[config.mk]
export PLATFORM = sky130hd
export DESIGN_NAME = mem_bus_arbiter
export DESIGN_NICKNAME = d
export VERILOG_FILES = /design/src/rtl/mem_bus_arbiter.sv
export SDC_FILE = /design/constraint.sdc
export NUM_CORES = 1
export LEC_CHECK = 0
export CELL_PAD_IN_SITES_DETAIL_PLACEMENT = 1
export CELL_PAD_IN_SITES_GLOBAL_PLACEMENT = 1
export CORE_ASPECT_RATIO = 0.5
export CORE_UTILIZATION = 34
export CTS_BUF_LIST = sky130_fd_sc_hd__clkbuf_2
export DETAILED_ROUTE_END_ITERATION = 10
export GPL_ROUTABILITY_DRIVEN = 0
export GPL_TIMING_DRIVEN = 0
export PLACE_DENSITY = 0.87
export SKIP_CTS_REPAIR_TIMING = 1
export SLEW_MARGIN = 20
export SYNTH_ARGS = -nofsm -noshare
export SYNTH_HDL_FRONTEND = slang
export SYNTH_SLANG_ARGS = --single-unit
[constraint.sdc]
create_clock -name clk -period 5 [get_ports clk]
set_clock_uncertainty 0.05 [all_clocks]
set_input_delay 1.5 -clock clk [delete_from_list [all_inputs] [get_ports clk]]
set_output_delay 1.5 -clock clk [all_outputs]
set_load 0.05 [all_outputs]
[src/rtl/mem_bus_arbiter.sv]
// mem_bus_arbiter
// Shares one memory port between the CPU bus interface and a DMA/debug
// master. The CPU has fixed priority. A starvation counter lets the DMA
// master win once it has lost STARVE_LIMIT arbitrations while requesting.
//
// Each access takes three states:
//   IDLE   -> arbitration
//   ACCESS -> mem_en is high for this single cycle
//   DONE   -> the owner's ack pulses, and arbitration runs again
// From DONE a new grant can follow at once, giving one access per 2 cycles.
//
// Ports
//   clk, reset_n                        clock, asynchronous active-low reset
//   cpu_req/we/addr/wdata  -> cpu_ack, cpu_rdata, cpu_rdy   CPU requester
//   dma_req/we/addr/wdata  -> dma_ack, dma_rdata            DMA requester
//   mem_en/we/addr/wdata, mem_rdata     memory port
//   owner_dma                           current or last grant (1 = DMA)
//   busy                                FSM is not in IDLE
module mem_bus_arbiter #(
  parameter int ADDR_W       = 16,
  parameter int DATA_W       = 8,
  parameter int STARVE_LIMIT = 4
) (
  input  logic              clk,
  input  logic              reset_n,
  input  logic              cpu_req,
  input  logic              cpu_we,
  input  logic [ADDR_W-1:0] cpu_addr,
  input  logic [DATA_W-1:0] cpu_wdata,
  output logic              cpu_ack,
  output logic [DATA_W-1:0] cpu_rdata,
  output logic              cpu_rdy,
  input  logic              dma_req,
  input  logic              dma_we,
  input  logic [ADDR_W-1:0] dma_addr,
  input  logic [DATA_W-1:0] dma_wdata,
  output logic              dma_ack,
  output logic [DATA_W-1:0] dma_rdata,
  output logic              mem_en,
  output logic              mem_we,
  output logic [ADDR_W-1:0] mem_addr,
  output logic [DATA_W-1:0] mem_wdata,
  input  logic [DATA_W-1:0] mem_rdata,
  output logic              owner_dma,
  output logic              busy
);

  typedef enum logic [1:0] {IDLE, ACCESS, DONE} state_t;

  state_t     state, state_nxt;
  logic [3:0] starve_cnt, starve_nxt;
  logic       arb_point;
  logic       cpu_elig, dma_elig;
  logic       starve_full;
  logic       dma_win, cpu_win;

  // The control unit stalls while its request is outstanding.
  assign cpu_rdy = !(cpu_req && !cpu_ack);

  always_comb begin
    arb_point   = (state == IDLE) || (state == DONE);
    // The ack is high exactly in DONE for the owner. Masking that
    // requester keeps a req still held from the previous access from
    // being granted a second time.
    cpu_elig    = cpu_req && !cpu_ack;
    dma_elig    = dma_req && !dma_ack;
    starve_full = (starve_cnt == 4'(STARVE_LIMIT));
    dma_win     = arb_point && dma_elig && (!cpu_elig || starve_full);
    cpu_win     = arb_point && cpu_elig && !dma_win;

    state_nxt  = state;
    starve_nxt = starve_cnt;
    case (state)
      IDLE, DONE: state_nxt = (dma_win || cpu_win) ? ACCESS : IDLE;
      ACCESS:     state_nxt = DONE;
      default:    state_nxt = IDLE;
    endcase

    if (arb_point) begin
      if (dma_win || !dma_req)
        starve_nxt = 4'd0;
      else if (cpu_win && !starve_full)
        starve_nxt = starve_cnt + 4'd1;
    end
  end

  // ---- grant / access / completion registers ----
  always_ff @(posedge clk or negedge reset_n) begin
    if (!reset_n) begin
      state      <= IDLE;
      starve_cnt <= 4'd0;
      cpu_ack    <= 1'b0;
      dma_ack    <= 1'b0;
      cpu_rdata  <= '0;
      dma_rdata  <= '0;
      mem_en     <= 1'b0;
      mem_we     <= 1'b0;
      mem_addr   <= '0;
      mem_wdata  <= '0;
      owner_dma  <= 1'b0;
      busy       <= 1'b0;
    end else begin
      state      <= state_nxt;
      starve_cnt <= starve_nxt;
      busy       <= (state_nxt != IDLE);
      cpu_ack    <= 1'b0;
      dma_ack    <= 1'b0;
      if (state == ACCESS) begin
        mem_en <= 1'b0;
        mem_we <= 1'b0;
        if (owner_dma) dma_ack <= 1'b1;
        else           cpu_ack <= 1'b1;
        // mem_we still holds the access type during ACCESS.
        if (!mem_we) begin
          if (owner_dma) dma_rdata <= mem_rdata;
          else           cpu_rdata <= mem_rdata;
        end
      end else if (dma_win) begin
        mem_en    <= 1'b1;
        mem_we    <= dma_we;
        mem_addr  <= dma_addr;
        mem_wdata <= dma_wdata;
        owner_dma <= 1'b1;
      end else if (cpu_win) begin
        mem_en    <= 1'b1;
        mem_we    <= cpu_we;
        mem_addr  <= cpu_addr;
        mem_wdata <= cpu_wdata;
        owner_dma <= 1'b0;
      end
    end
  end

endmodule

# Yosys cells after proc, flatten, opt, wreduce, memory -nomap -nowiden

Index checks and enable logic that the tools add are counted.

Reductions and logical operators: 27
Bitwise operators: 3
Muxes and demuxes: 20
Eq/ne operators: 3
$add $sub $neg: 1

Operators with widths:

| kind                                           | number |
|---|---|
| 2-to-1 mux 16 bit                              | 2 |
| 2-to-1 mux 8 bit                               | 2 |
| 2-to-1 mux 1 bit                               | 13 |
| 2-to-1 mux 4 bit                               | 2 |
| logical AND 1 bit                              | 7 |
| logical NOT 1 bit                              | 6 |
| AND reduction 3 bit                            | 2 |
| nonzero test 2 bit                             | 3 |
| adder 4 x 1 -> 4 bit (second input constant)   | 1 |
| == test 4 x 3 -> 1 bit (second input constant) | 1 |
| logical OR 1 bit                               | 4 |
| one-hot mux 2 bit (2 select lines)             | 1 |
| AND reduction 2 bit                            | 2 |
| inverter 1 bit                                 | 3 |
| nonzero test 3 bit                             | 1 |
| == test 2 x 1 -> 1 bit (second input constant) | 1 |
| == test 2 bit (second input constant)          | 1 |
| logical NOT 2 bit                              | 1 |
| OR reduction 2 bit                             | 1 |

Input bits: 62
Register bits after elaboration: 52
Word-level logic and storage cells: 66
Output and inout bits: 47

# Depth between registers and ports, before layout

Word-level depth: 11
Depth in mapped cells: 7
Mapped depth without buffers: 6

# Worst setup path before layout

OpenSTA, ideal clock, no wires.

Path kind: input to output
Start point: input port cpu_req
End point: output port cpu_rdy
Arrival: 1.718 ns
Path slack: 1.732 ns
Stages on the path: 2
Data required time: 3.450 ns
Cell sequence: nand2b_4 > buf_6

Cells in the longest elaborated chain, start to end: 2

RTL lines:

| element           | RTL line | source |
|---|---|---|
| start, declared   | 26       | `input logic cpu_req,` |
| logical AND 1 bit | 58       | `assign cpu_rdy = !(cpu_req && !cpu_ack);` |
| logical NOT 1 bit | 58       |  |
| end, declared     | 32       | `output logic cpu_rdy,` |

Every way passes these cells.

# Final worst setup path

Ends and elaborated chain as after synthesis.

==> impl_results.md <==
* Status: complete, no violations
* Post-Route WL at 7688 um
* Worst-Skew Late Latency at 0.46 ns
* Cell Count, Final, Fillers Out at 425
* Worst hold path cell count at 1
* Seq cells post-synth at 52
* Warnings, synthesis at 0
* Simple-gate share of the synthesized area at 18.28%
* First-pass GRT wire length at 12,260 um
* GRT Total Usage at 22.73%
* Port bufs at 108
* Row count at 20
* WP data required at 3.45 ns
* Mapped Avg Cell Area at 10.56 sq um
* Clock tree root driver cell: clkbuf_2
* Vias/cell at 4.906
* Post-synthesis xor/xnor area fraction at 0.3753%
* Post-route cell area at 3591 sq um
* Share of synthesized area spent on multiplexers at 9.866%
* Max cap viols at 0
* Initial antenna violation count at 0
* Final ANT Viol Nets at 0
* Largest family of logic cells by synthesized area: simple AND/OR/NAND/NOR gates
* Synth Area in Adders at 1.072%
* Maximum fanout along the worst path at 7
* Min-delay worst type: reg -> reg
* Grt total ovfl at 0
* Reg2reg path depth at 6
* Placed instance area at 3522 sq um
* Top Metal Used: met4
* Vias in the first global route at 2,419
* Drc violations at 0
* WS Path Type: in -> out
* R2r startpoint: starve_cnt[0]
* Slew @ Worst Pin at 0.6700 ns
* Area growth syn-to-layout at 53.89%
* Mapped Cells at 221
* H-tree levels at 2
* Commonest cells after routing, fill and taps aside: clkdlybuf4s50_1, nand2_1, dfrtp_1, nor2_1, a31oi_1
* Met3 wire len at 294 um
* Register area share after synthesis at 55.76%
* Period utilisation layout at 90.12%
* Max-slew headroom at 55.33%
* DR vias at 2,085
* Initial Util at 36.86%
* EDFF count, synth at 0
* Hold_sp: mem_en
* Syn Nets at 285
* CTS tree: done
* Setup TNS Final at 0 ns
* RSZ-0062 raised after global routing: no
* Synth Flop Type: dfrtp_1
* Dpl hpwl at 5923 um
* DP Cell Count at 417
* Layout filler cell count at 711
* Met2 wire len at 3998 um
* Setup violators final at 0
* DIE WIDTH at 119.2 um
* Fmax achieved at 221.9 MHz
* Period minus WS final at 4.506 ns
* Hold EP: mem_en
* DR pass1 iterations at 4
* CTS clk-pin slew, worst paths at 0.29 ns
* Slew Viols, Final at 0
* Fin nets at 400
* FF-to-FF End: mem_addr[8]
* Pwr Density at 755.1 nW/um^2
* Full die area at 7219 sq um
* Ys async rst share at 100.0%
* Signal arrival time at the worst endpoint at 2.96 ns
* Commonest non-fill, non-tap cell in the layout: clkdlybuf4s50_1
* Die Y at 60.58 um
* Layout cells sized above 1 at 13.65%
* CTS Sinks at 52
* Post-Route M1 WL at 3149 um
* Clk buf depth at 2
* Setup ws final at 0.4942 ns
* VDD IR max at 466.9 uV
* CTS Buf Count at 5
* Worst R2R Setup Slack at 2.95 ns
* Synth Area in Compound Gates at 9.598%
* Synthesized cell area at 2333 sq um
* N_diodes at 0
* Pleak at 1.544 nW
* Worst Setup Start Kind: input pin
* I/O pin cnt at 109
* Iteration-0 DRC Markers at 68
* Endpoint class of the critical path: output port
* Netlist cell types at 30
* Final Hold Fails at 0
* DP Worst Slack at 0.4821 ns
* Pin count of the biggest net entering global routing at 53
* Core ar. at 6331 sq um
* Wire length per cell at 18.09 um
==> power breakdown <==
part / switching, mW / internal, mW
clock network: 0.148 / 0.0886
registers: 0.131 / 0.624
logic: 1.10 / 0.625
total: 1.37 / 1.34
==> cell type report <==
type                       instances  area, sq um  area share (%)
buffer                            13        95.09           2.648
clock buffer                       6        30.03          0.8362
clock inverter                     2        38.79           1.080
inverter                           6        22.52          0.6272
multi-input combinational        150        914.6           25.47
sequential                        52         1301           36.24
tap                               88        110.1           3.066
timing repair buffer             108         1079           30.03
==> logic make-up after synthesis <==
kind of cell,Yosys count
mux,18
simple gates,96
fa+ha+maj,2
flops,52
buf+inv,19
xor+xnor,1
compound gates,33
==> layer usage <==
metal	track usage, %	vias to the layer above
met4	10.85	0
li1	-	969
met2	44.02	55
met3	5.263	18
met1	24.60	1043
met5	0	-
==> registers in the layout, summed over array words and instances (netlist names) <==
signal,cells
dma_rdata,8
starve_cnt,4
mem_addr,16
dma_ack,1
cpu_rdata,8
mem_wdata,8
state,2
cpu_ack,1
mem_we,1
owner_dma,1
mem_en,1
busy,1
==> worst max-delay path: stages <==
cell	delay (ns)
clkdlybuf4s50_1	0.45
nand2b_4	0.08
buf_6	0.12
clkdlybuf4s50_1	0.80
==> metrics by stage <==
stage | power [mW] | hold WS (ns) | util [%]
floorplan | 1.878 | 0.4471 | -
global placement | 2.417 | 0.4360 | 55.67
global route | 2.836 | 0.5202 | 56.72
CTS | 2.726 | 0.4872 | 56.72
finish | 2.712 | 0.4823 | 56.72
detailed placement | 2.491 | 0.4309 | 55.63
==> cells in the mapped netlist, types with 4 or more instances <==
master | n | area share [%]
nand3_1 | 4 | 0.86
nor2_1 | 28 | 4.5
nand2_1 | 53 | 8.5
buf_6 | 5 | 2.4
inv_1 | 5 | 0.80
a31oi_1 | 27 | 7.2
dfrtp_1 | 52 | 56
buf_2 | 7 | 1.5
mux2_4 | 8 | 5.1
mux2_2 | 8 | 3.9
==> worst max path at each step <==
| stage | start | end | slack (ns) | depth (start not counted) |
|---|---|---|---|---|
| 5_1_grt | cpu_req | cpu_rdy | 0.45 | 4 |
| 4_1_cts | cpu_req | cpu_rdy | 0.48 | 4 |
| 3_5_place_dp | cpu_req | cpu_rdy | 0.48 | 4 |
| 6_report | cpu_req | cpu_rdy | 0.49 | 4 |
| 3_3_place_gp | cpu_req | cpu_rdy | 0.51 | 4 |
| 2_1_floorplan | cpu_req | cpu_rdy | 1.73 | 2 |
Power figures use the tool's default switching activity.
